--- config.mk ---
export PLATFORM = sky130hd
export DESIGN_NAME = sc_io_port_flat
export DESIGN_NICKNAME = d
export VERILOG_FILES = /design/src/rtl/sc_io_pkg.sv /design/src/rtl/sc_io_if.sv /design/src/rtl/sc_io_debounce.sv /design/src/rtl/sc_io_port.sv /design/src/flat_wrapper.sv
export SDC_FILE = /design/constraint.sdc
export NUM_CORES = 1
export LEC_CHECK = 0
export ABC_AREA = 1
export CAP_MARGIN = 20
export CORE_UTILIZATION = 40
export CTS_CLUSTER_SIZE = 14
export DETAILED_ROUTE_END_ITERATION = 16
export GPL_TIMING_DRIVEN = 0
export PLACE_DENSITY = 0.62
export SLEW_MARGIN = 15
export SYNTH_ARGS = -nofsm -noshare
export SYNTH_HDL_FRONTEND = slang
export SYNTH_SLANG_ARGS = --single-unit
--- constraint.sdc ---
create_clock -name clock -period 8.9 [get_ports clock]
set_input_delay 0.89 -clock clock [delete_from_list [all_inputs] [get_ports clock]]
set_output_delay 0.89 -clock clock [all_outputs]
set_load 0.05 [all_outputs]
--- src/rtl/sc_io_pkg.sv ---
`default_nettype none
// ============================================================================
// Module      : sc_io_pkg
// Description : Shared definitions for the sc_io_port I/O responder.
//               - Register indices, decoded from addr[4:2].
//               - Seven-segment glyph table (active-low, gfedcba).
//               - Blank-digit constant.
//               - seg7_decode helper function.
// Revision    : 1.0 - initial release
// ============================================================================
package sc_io_pkg;

  localparam logic [2:0] REG_SW   = 3'd0;
  localparam logic [2:0] REG_EVT  = 3'd1;
  localparam logic [2:0] REG_LED  = 3'd2;
  localparam logic [2:0] REG_HEX  = 3'd3;
  localparam logic [2:0] REG_CTRL = 3'd4;

  localparam int NUM_SW     = 10;
  localparam int NUM_DIGITS = 6;

  localparam logic [6:0] SEG_BLANK = 7'b1111111;

  // Element n holds the glyph for nibble value n (entry 15 is listed first).
  localparam logic [15:0][6:0] SEG_GLYPHS = {
    7'b0001110,  // F
    7'b0000110,  // E
    7'b0100001,  // d
    7'b1000110,  // C
    7'b0000011,  // b
    7'b0001000,  // A
    7'b0010000,  // 9
    7'b0000000,  // 8
    7'b1111000,  // 7
    7'b0000010,  // 6
    7'b0010010,  // 5
    7'b0011001,  // 4
    7'b0110000,  // 3
    7'b0100100,  // 2
    7'b1111001,  // 1
    7'b1000000   // 0
  };

  function automatic logic [6:0] seg7_decode(input logic [3:0] nib);
    return SEG_GLYPHS[nib];
  endfunction

endpackage
`default_nettype wire

--- src/rtl/sc_io_if.sv ---
`default_nettype none
// ============================================================================
// Module      : sc_io_if
// Description : CPU data-bus connection for the I/O window.
//   sel   - window select, qualifies reads and writes
//   addr  - byte address (addr[4:2] selects the register)
//   wdata - write data
//   we    - write enable
//   rdata - zero-latency read data
//   master : CPU side, slave : I/O responder side
// Revision    : 1.0 - initial release
// ============================================================================
interface sc_io_if;
  logic        sel;
  logic [31:0] addr;
  logic [31:0] wdata;
  logic        we;
  logic [31:0] rdata;

  modport master (output sel, output addr, output wdata, output we, input rdata);
  modport slave  (input sel, input addr, input wdata, input we, output rdata);
endinterface
`default_nettype wire

--- src/rtl/sc_io_debounce.sv ---
`default_nettype none
// ============================================================================
// Module      : sc_io_debounce
// Description : Single-bit two-flop synchronizer followed by a debounce
//               counter.
//   clock  - system clock
//   reset  - asynchronous active-high reset
//   din    - raw asynchronous input
//   stable - debounced level
//   change - high for the one cycle whose rising edge updates stable
// Revision    : 1.0 - initial release
// ============================================================================
module sc_io_debounce #(
  parameter int DEB_CYCLES = 16,
  parameter int CNT_W      = 16
) (
  input  logic clock,
  input  logic reset,
  input  logic din,
  output logic stable,
  output logic change
);

  localparam logic [CNT_W-1:0] CNT_LAST = CNT_W'(DEB_CYCLES - 1);

  logic             r_sync1;
  logic             r_sync2;
  logic             r_stable;
  logic [CNT_W-1:0] r_cnt;

  // The counter holds the number of mismatching samples already seen, so the
  // DEB_CYCLES-th consecutive mismatch is the one that sees CNT_LAST.
  // The pulse is combinational so the event flag sets on the same edge that
  // updates stable.
  assign change = (r_sync2 != r_stable) && (r_cnt == CNT_LAST);
  assign stable = r_stable;

  always_ff @(posedge clock or posedge reset) begin
    if (reset) begin
      r_sync1  <= 1'b0;
      r_sync2  <= 1'b0;
      r_stable <= 1'b0;
      r_cnt    <= '0;
    end else begin
      r_sync1 <= din;
      r_sync2 <= r_sync1;
      if (r_sync2 == r_stable) begin
        r_cnt <= '0;
      end else if (change) begin
        r_stable <= r_sync2;
        r_cnt    <= '0;
      end else begin
        r_cnt <= r_cnt + 1'b1;
      end
    end
  end

endmodule
`default_nettype wire

--- src/rtl/sc_io_port.sv ---
`default_nettype none
// ============================================================================
// Module      : sc_io_port
// Description : Memory-mapped I/O responder for the single-cycle CPU.
//               - Debounces 10 switches and latches sticky change events.
//               - Holds the LED, HEX and CTRL registers.
//               - Drives six active-low seven-segment digits.
//   clock      - system clock
//   reset      - asynchronous active-high reset
//   bus        - sc_io_if slave (sel/addr/wdata/we/rdata)
//   io_in_sw   - raw switch inputs
//   io_out_led - LED register
//   io_out_hex - 6 x 7 segments, active-low, gfedcba
//   irq        - irq_en & any event pending
// Revision    : 1.0 - initial release
// ============================================================================
module sc_io_port
  import sc_io_pkg::*;
#(
  parameter int DEB_CYCLES = 16,
  parameter int CNT_W      = 16
) (
  input  logic                    clock,
  input  logic                    reset,
  sc_io_if.slave                  bus,
  input  logic [NUM_SW-1:0]       io_in_sw,
  output logic [NUM_SW-1:0]       io_out_led,
  output logic [7*NUM_DIGITS-1:0] io_out_hex,
  output logic                    irq
);

  logic [2:0]              w_idx;
  logic                    w_wr;
  logic [NUM_SW-1:0]       w_sw;
  logic [NUM_SW-1:0]       w_chg;
  logic [NUM_SW-1:0]       w_evt_clr;
  logic [7*NUM_DIGITS-1:0] w_glyphs;
  logic                    w_unused_bits;

  logic [NUM_SW-1:0]       r_evt;
  logic [NUM_SW-1:0]       r_led;
  logic [23:0]             r_hex;
  logic [1:0]              r_ctrl;

  assign w_idx = bus.addr[4:2];
  assign w_wr  = bus.sel & bus.we;

  // Address/data bits outside the decoded fields are intentionally ignored.
  assign w_unused_bits = &{1'b0, bus.addr[31:5], bus.addr[1:0], bus.wdata[31:24]};

  generate
    for (genvar i = 0; i < NUM_SW; i++) begin : g_sw
      sc_io_debounce #(
        .DEB_CYCLES (DEB_CYCLES),
        .CNT_W      (CNT_W)
      ) u_deb (
        .clock  (clock),
        .reset  (reset),
        .din    (io_in_sw[i]),
        .stable (w_sw[i]),
        .change (w_chg[i])
      );
    end
  endgenerate

  assign w_evt_clr = (w_wr && (w_idx == REG_EVT)) ? bus.wdata[NUM_SW-1:0] : '0;

  always_ff @(posedge clock or posedge reset) begin
    if (reset) begin
      r_evt  <= '0;
      r_led  <= '0;
      r_hex  <= '0;
      r_ctrl <= '0;
    end else begin
      // Set is OR-ed in after the clear so a simultaneous set wins.
      r_evt <= (r_evt & ~w_evt_clr) | w_chg;
      if (w_wr) begin
        case (w_idx)
          REG_LED:  r_led  <= bus.wdata[NUM_SW-1:0];
          REG_HEX:  r_hex  <= bus.wdata[23:0];
          REG_CTRL: r_ctrl <= bus.wdata[1:0];
          default:  ;
        endcase
      end
    end
  end

  always_comb begin
    bus.rdata = '0;
    if (bus.sel) begin
      case (w_idx)
        REG_SW:   bus.rdata = {22'd0, w_sw};
        REG_EVT:  bus.rdata = {22'd0, r_evt};
        REG_LED:  bus.rdata = {22'd0, r_led};
        REG_HEX:  bus.rdata = {8'd0, r_hex};
        REG_CTRL: bus.rdata = {30'd0, r_ctrl};
        default:  bus.rdata = '0;
      endcase
    end
  end

  generate
    for (genvar d = 0; d < NUM_DIGITS; d++) begin : g_digit
      assign w_glyphs[7*d +: 7] = seg7_decode(r_hex[4*d +: 4]);
    end
  endgenerate

  assign io_out_hex = r_ctrl[1] ? {NUM_DIGITS{SEG_BLANK}} : w_glyphs;
  assign io_out_led = r_led;
  assign irq        = r_ctrl[0] & (|r_evt);

endmodule
`default_nettype wire

--- src/flat_wrapper.sv ---
// flat-port wrapper written by rule: the top's interface ports become plain ports
module sc_io_port_flat import sc_io_pkg::*;
#(
  parameter int DEB_CYCLES = 16,
  parameter int CNT_W      = 16
)
  (clock, reset, io_in_sw, io_out_led, io_out_hex, irq, bus_sel, bus_addr, bus_wdata, bus_we, bus_rdata);
  sc_io_if bus_i ();
  input  logic clock;
  input  logic reset;
  input  logic [NUM_SW-1:0] io_in_sw;
  output logic [NUM_SW-1:0] io_out_led;
  output logic [7*NUM_DIGITS-1:0] io_out_hex;
  output logic irq;
  input wire logic [$bits(bus_i.sel)-1:0] bus_sel;
  input wire logic [$bits(bus_i.addr)-1:0] bus_addr;
  input wire logic [$bits(bus_i.wdata)-1:0] bus_wdata;
  input wire logic [$bits(bus_i.we)-1:0] bus_we;
  output wire logic [$bits(bus_i.rdata)-1:0] bus_rdata;
  assign bus_i.sel = bus_sel;
  assign bus_i.addr = bus_addr;
  assign bus_i.wdata = bus_wdata;
  assign bus_i.we = bus_we;
  assign bus_rdata = bus_i.rdata;
  sc_io_port #(.DEB_CYCLES(DEB_CYCLES), .CNT_W(CNT_W)) u_core (.clock(clock), .reset(reset), .bus(bus_i), .io_in_sw(io_in_sw), .io_out_led(io_out_led), .io_out_hex(io_out_hex), .irq(irq));
endmodule
Yosys cells after proc, flatten, opt, wreduce, memory -nomap -nowiden
Memories as Yosys holds them, arrays and structs flattened.
Cells that the tools add are included.
{"block": "classes", "add_sub_neg": 10, "magnitude_cmp": 6, "n_eq_ne": 34, "mux": 30, "n_bitwise": 15, "n_reduce_logical": 26}
{"operator": "16-bit two-way mux", "n": 20}
{"operator": "16-bit by 1-bit adder with 16-bit output, second input constant", "n": 10}
{"operator": "16-bit by 4-bit equality test with 1-bit output, second input constant", "n": 10}
{"operator": "24-bit case mux with 5 select lines", "n": 1}
{"operator": "42-bit two-way mux", "n": 1}
{"operator": "7-bit two-way mux", "n": 6}
{"operator": "32-bit two-way mux", "n": 1}
{"operator": "4-bit by 5-bit less-than comparator with 1-bit output, second input constant", "n": 6}
{"operator": "2-bit AND reduction", "n": 13}
{"operator": "1-bit logical AND", "n": 11}
{"operator": "10-bit AND", "n": 1}
{"operator": "1-bit equality test", "n": 10}
{"operator": "10-bit two-way mux", "n": 1}
{"operator": "1-bit inequality test", "n": 10}
{"operator": "1-bit NOT", "n": 10}
{"operator": "10-bit NOT", "n": 1}
{"operator": "10-bit bitwise OR", "n": 1}
{"operator": "10-bit OR reduction", "n": 1}
{"operator": "3-bit by 2-bit equality test with 1-bit output, second input constant", "n": 2}
{"operator": "3-bit by 1-bit equality test with 1-bit output, second input constant", "n": 1}
{"operator": "3-bit equality test, second input constant", "n": 1}
{"operator": "3-bit logical NOT", "n": 1}
{"operator": "1-bit AND", "n": 2}
{"block": "totals", "ff_bits": 236, "mem_bits_ro": 672, "in_bits": 78, "elab_cells": 171, "mem_count": 6}
{"name": "(name not given)", "depth": 16, "word_bits": 7, "rd": 1, "rd_ports_with_merged_regs": 0, "wr": 0, "line_no": "sc_io_pkg.sv:45", "source": "return SEG_GLYPHS[nib];"}
{"name": "(name not given)", "depth": 16, "word_bits": 7, "rd": 1, "rd_ports_with_merged_regs": 0, "wr": 0, "line_no": "sc_io_pkg.sv:45"}
{"name": "(name not given)", "depth": 16, "word_bits": 7, "rd": 1, "rd_ports_with_merged_regs": 0, "wr": 0, "line_no": "sc_io_pkg.sv:45"}
{"name": "(name not given)", "depth": 16, "word_bits": 7, "rd": 1, "rd_ports_with_merged_regs": 0, "wr": 0, "line_no": "sc_io_pkg.sv:45"}
{"name": "(name not given)", "depth": 16, "word_bits": 7, "rd": 1, "rd_ports_with_merged_regs": 0, "wr": 0, "line_no": "sc_io_pkg.sv:45"}
{"name": "(name not given)", "depth": 16, "word_bits": 7, "rd": 1, "rd_ports_with_merged_regs": 0, "wr": 0, "line_no": "sc_io_pkg.sv:45"}

Depth between registers and ports, before layout
Gate-level depths: netlist (run 1).
{"block": "depth", "ltp_word": 6, "ltp_mapped": 8, "depth_no_buf": 8}

By module
A second synthesis (run 1) with hierarchy kept.
{"block": "hier_totals", "cells_unflattened": 1897, "area_unflattened_um2": 14330.0}
{"mod": "sc_io_debounce", "instances": 10, "cells_each": 135, "area_per_inst_um2": 1049.8, "seq_area_each_um2": 475.5}
{"mod": "sc_io_port", "instances": 1, "cells_each": 547, "area_per_inst_um2": 3832.4, "seq_area_each_um2": 1151.1}

Least setup slack after synthesis (run 1)
No wires, ideal clock.
{"block": "synth_timing", "path_type": "register to output", "startpoint": "reg u_core.r_hex[21]", "endpoint": "out io_out_hex[37]", "arrival_time_ps": 2599, "t_required_ps": 8010, "slack_ps": 5411, "path_stages_with_launch": 4, "cell_sequence": "dfrtp_1 > inv_1 > ha_1 > o311ai_0"}
{"block": "synth_between", "elab_chain_cells": 3}
{"element": "from (decl)", "line_no": "sc_io_port.sv:42", "source": "logic [23:0] r_hex;"}
{"element": "from (signal assigned)", "line_no": "sc_io_port.sv:80", "source": "REG_HEX: r_hex <= bus.wdata[23:0];"}
{"element": "memory read 16 x 7 bit"}
{"element": "7-bit two-way mux (implied by the code)", "line_no": "sc_io_pkg.sv:45"}
{"element": "42-bit two-way mux", "line_no": "sc_io_port.sv:108", "source": "assign io_out_hex = r_ctrl[1] ? {NUM_DIGITS{SEG_BLANK}} : w_glyphs;"}
{"element": "to (decl)", "line_no": "flat_wrapper.sv:13", "source": "output logic [7*NUM_DIGITS-1:0] io_out_hex;"}
No other way between the ends. The select of a mux whose other input is x is not followed.

Worst setup path after layout (run 1)
{"block": "layout_timing", "startpoint": "in bus_addr[3]", "endpoint": "out bus_rdata[9]"}
{"block": "layout_between", "elab_chain_cells": 3, "word_cells_on_any_way": 7, "classes_between": "eq/ne (4); mux (2); reduce/logical (1)"}
{"element": "from (decl)", "line_no": "flat_wrapper.sv:16", "source": "input wire logic [$bits(bus_i.addr)-1:0] bus_addr;"}
{"element": "3-bit equality test, or another cell as far along", "line_no": "sc_io_port.sv:91", "source": "case (w_idx)"}
{"element": "24-bit case mux with 5 select lines (*)", "line_no": "sc_io_port.sv:91"}
{"element": "32-bit two-way mux (*)", "line_no": "sc_io_port.sv:90", "source": "if (bus.sel) begin"}
{"element": "to (decl)", "line_no": "flat_wrapper.sv:19", "source": "output wire logic [$bits(bus_i.rdata)-1:0] bus_rdata;"}
Mark *: on every way between the ends. The rest lies on a longest branch, timed or not.

==> results of run 1 <==
cell usage after synthesis (all sizes together) (6+ instances only):
| cell type | instances | area (um2) |
|---|---|---|
| o21bai | 8 | 60.06 |
| dfrtp | 236 | 5906 |
| nand3b | 15 | 112.6 |
| nor2 | 362 | 1361 |
| o211ai | 12 | 90.09 |
| clkbuf | 16 | 60.06 |
| a21oi | 40 | 252.7 |
| buf | 30 | 201.4 |
| nor3 | 16 | 96.35 |
| xor2 | 54 | 510.5 |
| xnor2 | 13 | 113.9 |
| inv | 218 | 818.3 |
| o21ai | 101 | 565.5 |
| ha | 46 | 575.6 |
| nand2 | 445 | 1675 |
| nand4 | 43 | 269.0 |
| nand3 | 153 | 770.7 |
| o31ai | 6 | 45.04 |
flip-flops by register name, summed over array words and instances, names as in the netlist:
register and cells:
u_core.io_out_led 10, u_core.g_sw.u_deb.stable 10, u_core.g_sw.u_deb.r_sync1 10, u_core.g_sw.u_deb.r_cnt 160, u_core.r_evt 10, u_core.r_ctrl 2
u_core.g_sw.u_deb.r_sync2 10, u_core.r_hex 24
layout make-up:
cell class | instances | area [um2] | area share, %
clock buffer | 37 | 773.2 | 4.722
clock inverter | 12 | 168.9 | 1.031
inverter | 223 | 845.8 | 5.165
timing repair buffer | 118 | 1216 | 7.427
multi-input combinational | 1336 | 6644 | 40.57
tap | 448 | 560.5 | 3.423
buffer | 46 | 261.5 | 1.597
sequential | 236 | 5906 | 36.06
worst max-delay path: cells and delay by family:
| family | cells | cell delay (ps) |
|---|---|---|
| AO/OA/AOI/OAI | 1 | 210 |
| AND/OR/NAND/NOR | 4 | 600 |
| buffers and inverters | 4 | 1610 |
cells by family (layout without fill, tap and decap cells):
| family | after synthesis | count (layout) | share of synthesized area [%] |
|---|---|---|---|
| compound gates | 178 | 178 | 8.137 |
| xor+xnor | 67 | 67 | 4.583 |
| fa+ha+maj | 46 | 46 | 4.225 |
| buf+inv | 269 | 436 | 8.073 |
| flops | 236 | 236 | 43.35 |
| other cells | 1 | 8 | 0.02753 |
| simple gates | 1037 | 1037 | 31.60 |
power by group through the flow:
stage / clock (uW) / sequential [uW] / combinational (uW)
final: 1170 / 1190 / 906
after global routing: 1250 / 1200 / 974
after CTS: 1210 / 1190 / 910
after detailed placement: 0 / 1210 / 907
after global placement: 0 / 1210 / 897
after floorplan: 0 / 1230 / 592
final timing paths:
path | startpoint | to | slack (ps) | cells past startpoint
min | u_core.g_sw[0].u_deb.r_sync1 | u_core.g_sw[0].u_deb.r_sync2 | 350 | 0
min in group asynchronous | reset | u_core.g_sw[4].u_deb.r_cnt[13] | 740 | 2
max | bus_addr[3] | bus_rdata[9] | 4680 | 9
min reg2reg | u_core.g_sw[0].u_deb.r_sync1 | u_core.g_sw[0].u_deb.r_sync2 | 350 | 0
max reg2reg | u_core.g_sw[4].u_deb.r_cnt[1] | u_core.g_sw[4].u_deb.r_cnt[10] | 7440 | 7
max in group asynchronous | reset | u_core.g_sw[6].u_deb.r_cnt[13] | 6910 | 4
metal layers:
layer	vias up	global-route usage [%]	wire (um)
met5	-	0	26
met2	278	31.26	14720
met3	49	2.878	1675
li1	6114	-	-
met1	5502	26.78	15710
met4	4	5.233	745
metrics by stage:
step / util [%] / power (uW)
floorplan: - / 1818
global placement: 45.84 / 2104
detailed placement: 46.03 / 2115
CTS: 48.84 / 3309
global route: 48.84 / 3420
finish: 48.84 / 3267
==> results.txt, run 1 <==
- Data arrival time at the worst-slack endpoint: between 3000 and 4000 ps
* Period utilization: between 40% and 50%
- Post-route cell area: between 15000 and 20000 um2
* Ratio of total power to cell area: approximately 200 nW/um2
- During I/O placement, the number of pins put on the boundary was roughly 160.
- For this block, the initial DRC count from the detailed router was 684.
* Min setup slack post-route: ~4700 ps
* Proportion of register bits with asynchronous set or reset after synthesis: 100.0%
- CP Class: primary input to output port
* Cell count after synthesis: ~1800
* Final setup skew: 8.845 ps
- Hold Vio Cnt, Final: 0
* Post-placement cell count: between 2000 and 2500
- TritonCTS built the clock tree.
- The synthesized design contains 0 enable-type register cells.
- CTS built an H-tree with a depth of 1.
- Of the cells placed in the final design, the portion with a size suffix greater than 1 is 6.275%.
* Cell type of the slowest stage on the worst timing path: sky130_fd_sc_hd__clkdlybuf4s50_1
- After layout, the minimum clock period comes to ~4200 ps.
- Starting density of the core: 40.63%
- Total vias in the final route: around 12000
- The worst setup path is captured at an output port.
- Flops & latches, synth: around 240
- The synthesized netlist occupies a cell area of 13620 um2.
* Number of filler instances in the final layout: about 3300
- Summed over all layers, the global routing overflow is 0.
- On the final layout, the worst hold slack is between 300 and 400 ps.
- Maximum fanout encountered on the critical timing path: 8
* Kind of start point of the critical path: primary input
- Horiz. Die Dim: 186.5 um
* Distinct cells, synth: 40
- Headroom to the max-slew limit came out at a little over half.
- The number of setup buffers added after CTS is 0.
* Net switching component of the power: about 1100 uW
- The number of global-route vias before repair was between 10000 and 15000.
- Routability-driven placement finished with a final weighted congestion of 0.8918.
- The worst hold path belongs to the class flop to flop.
* Required @ worst endpoint: between 8000 and 9000 ps
- Maximum number of pins on one net before global-route repair: 109
- Buffer levels on the longest clock path: 3
* Biggest cell delay along the critical path: roughly 850 ps
- CTS saw 236 sinks.
* Avg Synthesized Cell Area: 7.428 um2
- Clock-pin slew was measured on the worst setup and hold paths at 60 ps.
* Overall fraction of global-route tracks in use: between 10% and 20%
- Final max-slew violation count: 0
- Setup violations remaining at the end of the flow were counted as 0.
- The number of gates resized after CTS was 0.
- In this run, CTS created clock tree buffers numbering 27.
- Number of warnings printed during yosys synthesis: 0
- The repair_antennas step left the layout with diodes totalling 0.
- DPL Wire Length: approximately 25000 um
- The net count of the finished layout is approximately 2100.
- Critical path cell sequence: clkdlybuf4s50_1 -> inv_2 -> nand2_1 -> inv_1 -> nand2_1 -> o21ai_1 -> nor2_1 -> nor2_1 -> clkdlybuf4s50_1
* Port-buffer cells: approximately 120
- The library cell used most frequently in the layout, excluding fill and tap cells, is sky130_fd_sc_hd__nand2_1.
* Internal power contribution: 2137 uW
- For this run, design rule violations remaining after detail routing come to 0.
- Commonest non-fill, non-tap cells in the layout: sky130_fd_sc_hd__nand2_1, sky130_fd_sc_hd__nor2_1, sky130_fd_sc_hd__dfrtp_1
* Worst slack after detailed placement: between 4000 and 5000 ps
- Net Sw Frac: between 30 and 40%
* Die area: around 35000 um2
* CTS root buf: sky130_fd_sc_hd__clkbuf_16
* Final std cells w/o fill: about 2500
- Result of the run: finished, final reports clean
- For this design the static power due to leakage is approximately 0.0075 uW.
- Clock network fraction of design power: 35.8%
* Remaining antenna violation count: 0
- Across the run, the number of max-cap violations was 0.
* Peak supply drop: 0.1228 mV
* Clock network latency to the later pin of the worst-skew pair: 530 ps
- The pre-antenna-repair detailed-routing pass consisted of 7 iterations.
* Transition at the pin with the smallest max-transition slack: a little under 700 ps
- Number of vias per cell: roughly 4.9
- The most used flip-flop cell after synthesis is sky130_fd_sc_hd__dfrtp_1.
* Combinational Power Share: roughly 28%
- Total length of routed wires: about 33000 um
- The floorplan step defined a core boundary enclosing 33530 um2.
* Total negative slack for setup checks: 0 ps
- The die is 186.5 um tall.
* F_max: ~0.24 GHz
- From synthesis to final layout, the design area changed by 20.21%.
- After detailed routing, the average wire length per cell comes to 13.39 um.
* Site row count: 67
- Count of hold buffers inserted by post-cts repair: 0
- Initial antenna violation count: 2
* Part of the Yosys area used for sequential elements: a little over two fifths
- Portion of total power attributed to sequential cells: between 30 and 40%
* Area of placed instances: ~15000 um2
- RSZ-0062 raised after global routing: false
- The first global-routing pass estimated approximately 56000 um of wire.
(Power assumes the default switching activity.)
==> inputs of run 2 (changes only) <==
--- a/config.mk
+++ b/config.mk
@@ -11,7 +11,7 @@
 export CTS_CLUSTER_SIZE = 14
 export DETAILED_ROUTE_END_ITERATION = 16
 export GPL_TIMING_DRIVEN = 0
-export PLACE_DENSITY = 0.62
+export PLACE_DENSITY = 0.65
 export SLEW_MARGIN = 15
 export SYNTH_ARGS = -nofsm -noshare
 export SYNTH_HDL_FRONTEND = slang
==> constraint.sdc (replaced) <==
create_clock -name clock -period 3.4 [get_ports clock]
set_input_delay 0.34 -clock clock [delete_from_list [all_inputs] [get_ports clock]]
set_output_delay 0.34 -clock clock [all_outputs]
set_load 0.05 [all_outputs]
==> run 2 against run 1 <==
  * Worst hold slack got worse by 160 ps
  * Setup slack worse by 4400 ps
  * Register-to-register slack got worse by 5500 ps
  * Sequential cell count unchanged
  * Sequential power rose to 2.6 times the previous value
  * Sequential share of layout area down 0.18 points
  * Global-route usage is 0.38 points lower
  * Total power rose to 2.6 times the previous value
  * First-iteration DRC count increased by 4.4%
  * Cell count rose by 0.20%
  * Clock skew increased by 6.8 ps
  * Routed wire length down 0.44%
  * Critical endpoint is now bus_rdata[1]
==> results.txt, run 2 (synthesized netlist as in run 1, its figures left out) <==
* Total length of routed wires: 32740 um (-0.44%)
- The width of the die was 186.5 um (unchanged).
* Number of failing setup endpoints in the final timing report: 0 (unchanged)
- The height of the die is 186.5 um (unchanged).
- The largest voltage drop on the vdd net was 0.4073 mV (+230%).
* Number of vias per cell: 4.870 (+0.11%)
* Leading cell type in the layout, fill and taps excluded: sky130_fd_sc_hd__nand2_1
* Maximum number of pins on one net before global-route repair: 37 (-66%)
- CP Class: flop to output port
- Clk sinks: 236 (unchanged)
* Clock network latency to the later pin of the worst-skew pair: 530 ps (about the same)
- NumNets Final: 2118 (+0.28%)
- Register-to-register setup slack: 1950 ps (-5490 ps)
- Final setup skew: 15.69 ps (+6.840 ps)
- The ratio of cells with drive above 1 in the final layout is 6.458% (+0.18 points).
- CTS H-tree lvls: 1 (unchanged)
* RSZ-0062 raised after global routing: false
- The leakage component of the power is 0.007554 uW (+0.54%).
- Clock tree synthesis selected as its root buffer the cell sky130_fd_sc_hd__clkbuf_16.
* Critical path capture point type: output port
- The required time of the critical path came to 3060 ps (-4950 ps).
- DR pass1 iterations: 5 (-2)
* Start point of the critical path: u_core.r_ctrl[1]
- Initial antenna violation count: 2 (unchanged)
- Overflow after GRT: 0 (unchanged)
* Number of filler instances in the final layout: 3248 (-2.2%)
* Transition at the pin with the smallest max-transition slack: 743.8 ps (+51.51 ps)
- FF-to-FF End: u_core.g_sw[0].u_deb.r_cnt[10]
- The clock transition time at the flip-flop clock pins of the worst setup and hold paths is 60 ps (about the same).
* Wire length of the first global-routing pass: 55170 um (-1.8%)
- Setup crit end: bus_rdata[1]
* Post-CTS setup buffers: 0 (unchanged)
- Port-buffer cells: 116 (unchanged)
- The number of routed nets with antenna violations came to 0 (unchanged).
- Final worst path period need: 3168 ps
- The arrival time reported for the critical path endpoint came to 2830 ps (-500 ps).
- The all-layer global routing usage was 18.88% (-0.38 points).
- The cell area reported after detailed placement is 15540 um2 (+0.70%).
- Starting density of the core: 40.63% (unchanged)
- Total vias in the final route: 11980 (+0.31%)
* Clock tree from TritonCTS: done
- The setup slack after layout was 232.3 ps (-4448 ps).
- Ranked by flip-flop count, first place goes to u_core.g_sw.u_deb.r_cnt.
* Site row count: 67 (unchanged)
- The number of global-route vias before repair is 11200 (-1.9%).
- Drt drc: 0 (unchanged)
* Core area: 33530 um2 (unchanged)
- The placer's final routability congestion estimate came to 0.8849 (-0.77%).
- Max_cap viols: 0 (unchanged)
- Hold Vio Cnt, Final: 0 (unchanged)
* DPL Wire Length: 24780 um (+1.1%)
- Depth of the worst register-to-register path: 7 (unchanged)
* Count of hold buffers inserted by post-cts repair: 0 (unchanged)
* Kind of start point of the critical path: flop
* Number of top-level pins: 163 (unchanged)
* Average wire length per cell after detail routing: 13.30 um (-0.64%)
- Count of inserted antenna diode cells: 0 (unchanged)
- The combined flip-flop and latch cell area came to 5906 um2 (unchanged).
* Layout Area Growth over Synthesis: 20.80%
- The utilization after layout came to 49.08% (+0.24 points).
* Post-route cell area: 16460 um2 (+0.50%)
- The maximum number of buffers from clock root to sink was 3 (unchanged).
- The power per unit of standard cell area is 516.0 nW/um2 (+160%).
- Biggest regs: u_core.g_sw.u_deb.r_cnt: 160 flops, u_core.r_hex: 24 flops
- Rel. slew slack: 50.41% (-3.4 points)
- Hold Path Class: primary input to async pin
- Result of the run: finished, final reports clean
- The largest fanout on the critical path came to 10 (+2).
- Final max-slew violation count: 0 (unchanged)
* Total of cells resized after clock tree synthesis: 0 (unchanged)
* Worst slack after detailed placement: 296.9 ps (-4396 ps)
* Drt initial violations: 714 (+4.4%)
- In this run the critical register-to-register path is launched from u_core.g_sw[0].u_deb.r_cnt[0].
- The flip-flop count of the largest register, all copies and words added is 160 (unchanged).
* Die area: 34800 um2 (unchanged)
* Number of CTS-inserted buffers: 27 (unchanged)
* Footprint of the multi-input gates: 6644 um2 (unchanged)
* Period utilization: between 90 and 100%
- Commonest non-fill, non-tap cells in the layout: sky130_fd_sc_hd__nand2_1, sky130_fd_sc_hd__nor2_1, sky130_fd_sc_hd__dfrtp_1
- Based on the critical path, the design can be clocked at up to between 0.3 and 0.4 GHz.
==> run 2: worst max-delay path, cell delays in order (launching register included) <==
cell,delay [ps]
sky130_fd_sc_hd__dfrtp_1,330
sky130_fd_sc_hd__clkbuf_1,570
sky130_fd_sc_hd__nand3_1,180
sky130_fd_sc_hd__nand3_1,130
sky130_fd_sc_hd__nor2_1,40
sky130_fd_sc_hd__nor2_1,190
sky130_fd_sc_hd__clkdlybuf4s50_1,850
==> run 2: how the worst min path moves through the flow <==
stage	start	to	cells after the start
detailed placement	u_core.g_sw[0].u_deb.r_sync1	u_core.g_sw[0].u_deb.r_sync2	0
finish	reset	u_core.g_sw[2].u_deb.r_sync1	3
CTS	reset	u_core.g_sw[2].u_deb.r_sync1	3
global route	reset	u_core.g_sw[2].u_deb.r_sync1	3
global placement	u_core.g_sw[6].u_deb.r_sync1	u_core.g_sw[6].u_deb.r_sync2	0
floorplan	u_core.g_sw[0].u_deb.r_sync1	u_core.g_sw[0].u_deb.r_sync2	0
==> run 2: metal layers <==
layer | vias up | track usage [%] | share of wire, %
met5 | - | 0 | 0.095
met4 | 4 | 4.256 | 1.6
met3 | 39 | 2.558 | 5.3
met2 | 284 | 31.53 | 46
met1 | 5534 | 26.01 | 47
li1 | 6123 | - | -
==> run 2: metrics by stage <==
stage	TNS [ps]	cells	hold slack, ps	total power [uW]
finish	0	2461	187.3	8491
global route	0	2461	199.1	8884
CTS	0	2461	167.2	8578
detailed placement	0	2413	338.9	5552
global placement	-455840	2405	334.7	5501
floorplan	-7523	1841	331.2	4761
==> run 2: area by class of cell <==
class | count | area share, %
Multi-Input combinational cell | 1336 | 40.37
Sequential cell | 236 | 35.89
Timing Repair Buffer | 124 | 8.074
Inverter | 223 | 5.117
Clock buffer | 39 | 4.805
Tap cell | 448 | 3.406
Buffer | 46 | 1.589
Clock inverter | 9 | 0.7527
==> run 2: power by group <==
group	switching, uW	internal [uW]
Combinational	1640	753
Clock	1150	1830
Sequential	153	2960
==> inputs of run 3 (changes only) <==
--- a/config.mk
+++ b/config.mk
@@ -11,7 +11,7 @@
 export CTS_CLUSTER_SIZE = 14
 export DETAILED_ROUTE_END_ITERATION = 16
 export GPL_TIMING_DRIVEN = 0
-export PLACE_DENSITY = 0.65
+export PLACE_DENSITY = 0.62
 export SLEW_MARGIN = 15
 export SYNTH_ARGS = -nofsm -noshare
 export SYNTH_HDL_FRONTEND = slang
==> constraint.sdc (replaced) <==
create_clock -name clock -period 3.2 [get_ports clock]
set_input_delay 0.32 -clock clock [delete_from_list [all_inputs] [get_ports clock]]
set_output_delay 0.32 -clock clock [all_outputs]
set_load 0.05 [all_outputs]
==> run 3 against run 2 <==
  * Design area decreased by 0.17%
  * Critical path depth increased by 3
  * Non-clock buffer count unchanged
  * Combinational power increased by 7%
  * Setup slack got worse by 59 ps
  * Sequential cell count unchanged
  * Critical path type is now primary input to output port
==> results.txt, run 3 (synthesized netlist as in run 1, its figures left out) <==
* Total length of routed wires: 32720 um (about the same)
* Met1 Routed Length: 15410 um (-0.46%)
- Cell type of the slowest stage on the worst timing path: sky130_fd_sc_hd__clkdlybuf4s50_1
* Starting density of the core: 40.63% (unchanged)
- The count of pins over their slew limit was 0 (unchanged).
- Period utilization: 94.59%
- The overall via count from detail_route was 11870 (-0.93%).
- Clk sinks: 236 (unchanged)
- Clk pin slew, worst setup/hold paths: 50 ps (about the same)
- The sum of buffers and inverters on the critical path was 4 (+2).
* Wire length of the first global-routing pass: 55470 um (+0.54%)
- Leading cell type in the layout, fill and taps excluded: sky130_fd_sc_hd__nand2_1
* Biggest cell delay along the critical path: 830 ps (-20 ps)
- Horiz. Die Dim: 186.5 um (unchanged)
- Detailed route wirelength on metal3: 1801 um (+3.0%)
- Site row count: 67 (unchanged)
* Final setup skew: 19.83 ps (+4.147 ps)
* Drt drc: 0 (unchanged)
- NumNets Final: 2119 (+0.047%)
* Clock network latency to the later pin of the worst-skew pair: 550 ps (+20 ps)
- Buffer levels on the longest clock path: 3 (unchanged)
- The number of violations reported at the end of detailed-routing iteration 0 was 630 (-12%).
* Kind of cell with the highest combined delay on the critical path: buffers and inverters
- The pin count of the biggest net entering global routing was 35 (-5.4%).
- The number of CTS-inserted buffers was 28 (+3.7%).
- The leakage component of the power came to 0.007562 uW (about the same).
- Initial antenna violation count: 2 (unchanged)
* Die Y: 186.5 um (unchanged)
- The area inside the core boundary was 33530 um2 (unchanged).
* Weighted congestion reported at the end of routability-driven placement: 0.8794 (-0.62%)
- The required time of the critical path was 2880 ps (-180 ps).
- Count of hold buffers inserted by post-cts repair: 0 (unchanged)
* Wire length on met2: 14760 um (-1.3%)
- The worst setup path is of the primary input to output port kind.
- Overall fraction of global-route tracks in use: 19.03% (+0.15 points)
- The path class of the tightest hold or removal check is primary input to async pin.
- Hold Slack: 124.5 ps (-62.83 ps)
- The post-cts resize count was 0 (unchanged).
- The total setup violations reported at the end of the flow is 0 (unchanged).
- The arrival time reported for the critical path endpoint is 2710 ps (-120 ps).
- Average wire length per cell after detail routing: 13.29 um (about the same)
* Commonest non-fill, non-tap cells in the layout: sky130_fd_sc_hd__nand2_1, sky130_fd_sc_hd__nor2_1, sky130_fd_sc_hd__dfrtp_1
- CTS root buf: sky130_fd_sc_hd__clkbuf_16
- Biggest regs: u_core.g_sw.u_deb.r_cnt: 160 flops, u_core.r_hex: 24 flops
- The number of vias per cell is 4.824 (-0.93%).
* Overflow after GRT: 0 (unchanged)
- Hold Vio Cnt, Final: 0 (unchanged)
- DR pass1 iterations: 5 (unchanged)
* Maximum fanout encountered on the critical timing path: 8 (-2)
- Max_cap viols: 0 (unchanged)
- Top Layer Used: met5
* Port-buffer cells: 116 (unchanged)
* Flip-flop count of the largest register, all copies and words added: 160 (unchanged)
* Final worst path period need: around 3000 ps
- The number of post-CTS setup repair buffers was 0 (unchanged).
- STA classifies the critical path endpoint as an output port.
- F_max: 0.3304 GHz
- Rel. slew slack: 57.99% (+7.6 points)
- The ratio of cells with drive above 1 in the final layout was 6.508% (+0.050 points).
- TritonCTS built the clock tree.
* Register bank with the most flops: u_core.g_sw.u_deb.r_cnt
* Die area: 34800 um2 (unchanged)
- Critical path cell sequence: clkdlybuf4s50_1 -> inv_2 -> nand2_1 -> inv_1 -> nand2_1 -> o21ai_0 -> nor2_1 -> nor2_1 -> clkdlybuf4s50_1
- Compared with the post-synthesis result, the final layout area differs by 20.60%.
- RSZ-0062 raised after global routing: false
- The power per unit of standard cell area is 538.3 nW/um2 (+4.3%).
* Count of inserted antenna diode cells: 0 (unchanged)
- The number of global-route vias before repair is 11210 (+0.071%).
* Final Total Pwr: 8844 uW (+4.2%)
- DPL Wire Length: 25030 um (+1.0%)
* CTS H-tree lvls: 1 (unchanged)
* Peak supply drop: 0.4028 mV (-1.1%)
- The total I/O pin count is 163 (unchanged).
- The number of routed nets with antenna violations is 0 (unchanged).
- Result of the run: finished, final reports clean
- Kind of start point of the critical path: primary input
* Transition at the pin with the smallest max-transition slack: 628.1 ps (-115.7 ps)
run 3: worst reg2reg max path, stage by stage (launching register included):
cell                      delay (ps)
sky130_fd_sc_hd__dfrtp_1         360
sky130_fd_sc_hd__ha_1            200
sky130_fd_sc_hd__nand3_1         200
sky130_fd_sc_hd__inv_1           160
sky130_fd_sc_hd__nand2_1         120
sky130_fd_sc_hd__o21ai_0         190
sky130_fd_sc_hd__nand2_1          70
sky130_fd_sc_hd__nor2_1           80
run 3: cell type report:
| type | instances | area (um2) |
|---|---|---|
| well taps | 448 | 560.5 |
| fillers | 3315 | 17100 |
| inverters | 223 | 842.1 |
| repair buffers | 124 | 1339 |
| flip-flops and latches | 236 | 5906 |
| clock buffers | 41 | 829.5 |
| multi-input cells | 1336 | 6644 |
| clock inverters | 7 | 46.29 |
| plain buffers | 46 | 262.8 |
run 3: worst paths after layout:
| kind | from | endpoint | slack [ps] | cells past startpoint |
|---|---|---|---|---|
| hold / removal | reset | u_core.g_sw[1].u_deb.r_sync1 | 120 | 2 |
| setup / recovery | bus_addr[2] | bus_rdata[4] | 170 | 9 |
| max in group asynchronous | reset | u_core.g_sw[3].u_deb.r_cnt[9] | 2150 | 5 |
| hold reg to reg | u_core.g_sw[2].u_deb.r_sync1 | u_core.g_sw[2].u_deb.r_sync2 | 350 | 0 |
| min in group clock | bus_addr[4] | u_core.r_ctrl[0] | 160 | 3 |
| setup reg to reg | u_core.g_sw[2].u_deb.r_cnt[0] | u_core.g_sw[2].u_deb.r_cnt[10] | 1750 | 7 |
run 3: metrics by stage:
step | setup WS [ps] | utilization (%) | area, um2 | cells | setup TNS (ps)
after CTS | 20.09 | 48.99 | 16430 | 2461 | 0
final | 173.2 | 49.00 | 16430 | 2461 | 0
after global routing | 17.61 | 49.00 | 16430 | 2461 | 0
after detailed placement | 156.6 | 46.37 | 15550 | 2413 | 0
after floorplan | -211.9 | - | 13650 | 1841 | -50000
after global placement | -2155 | 45.85 | 15370 | 2405 | -505330
run 3: power by group:
part / internal [uW] / switching, uW
logic: 800 / 1750
clock network: 1780 / 1210
registers: 3150 / 158
total: 5730 / 3120
run 3: routing by layer:
metal  vias up  GRT usage (%)
li1       6135              -
met1      5411          26.32
met2       270          30.77
met3        53          3.329
met4         4          4.981
met5         -              0
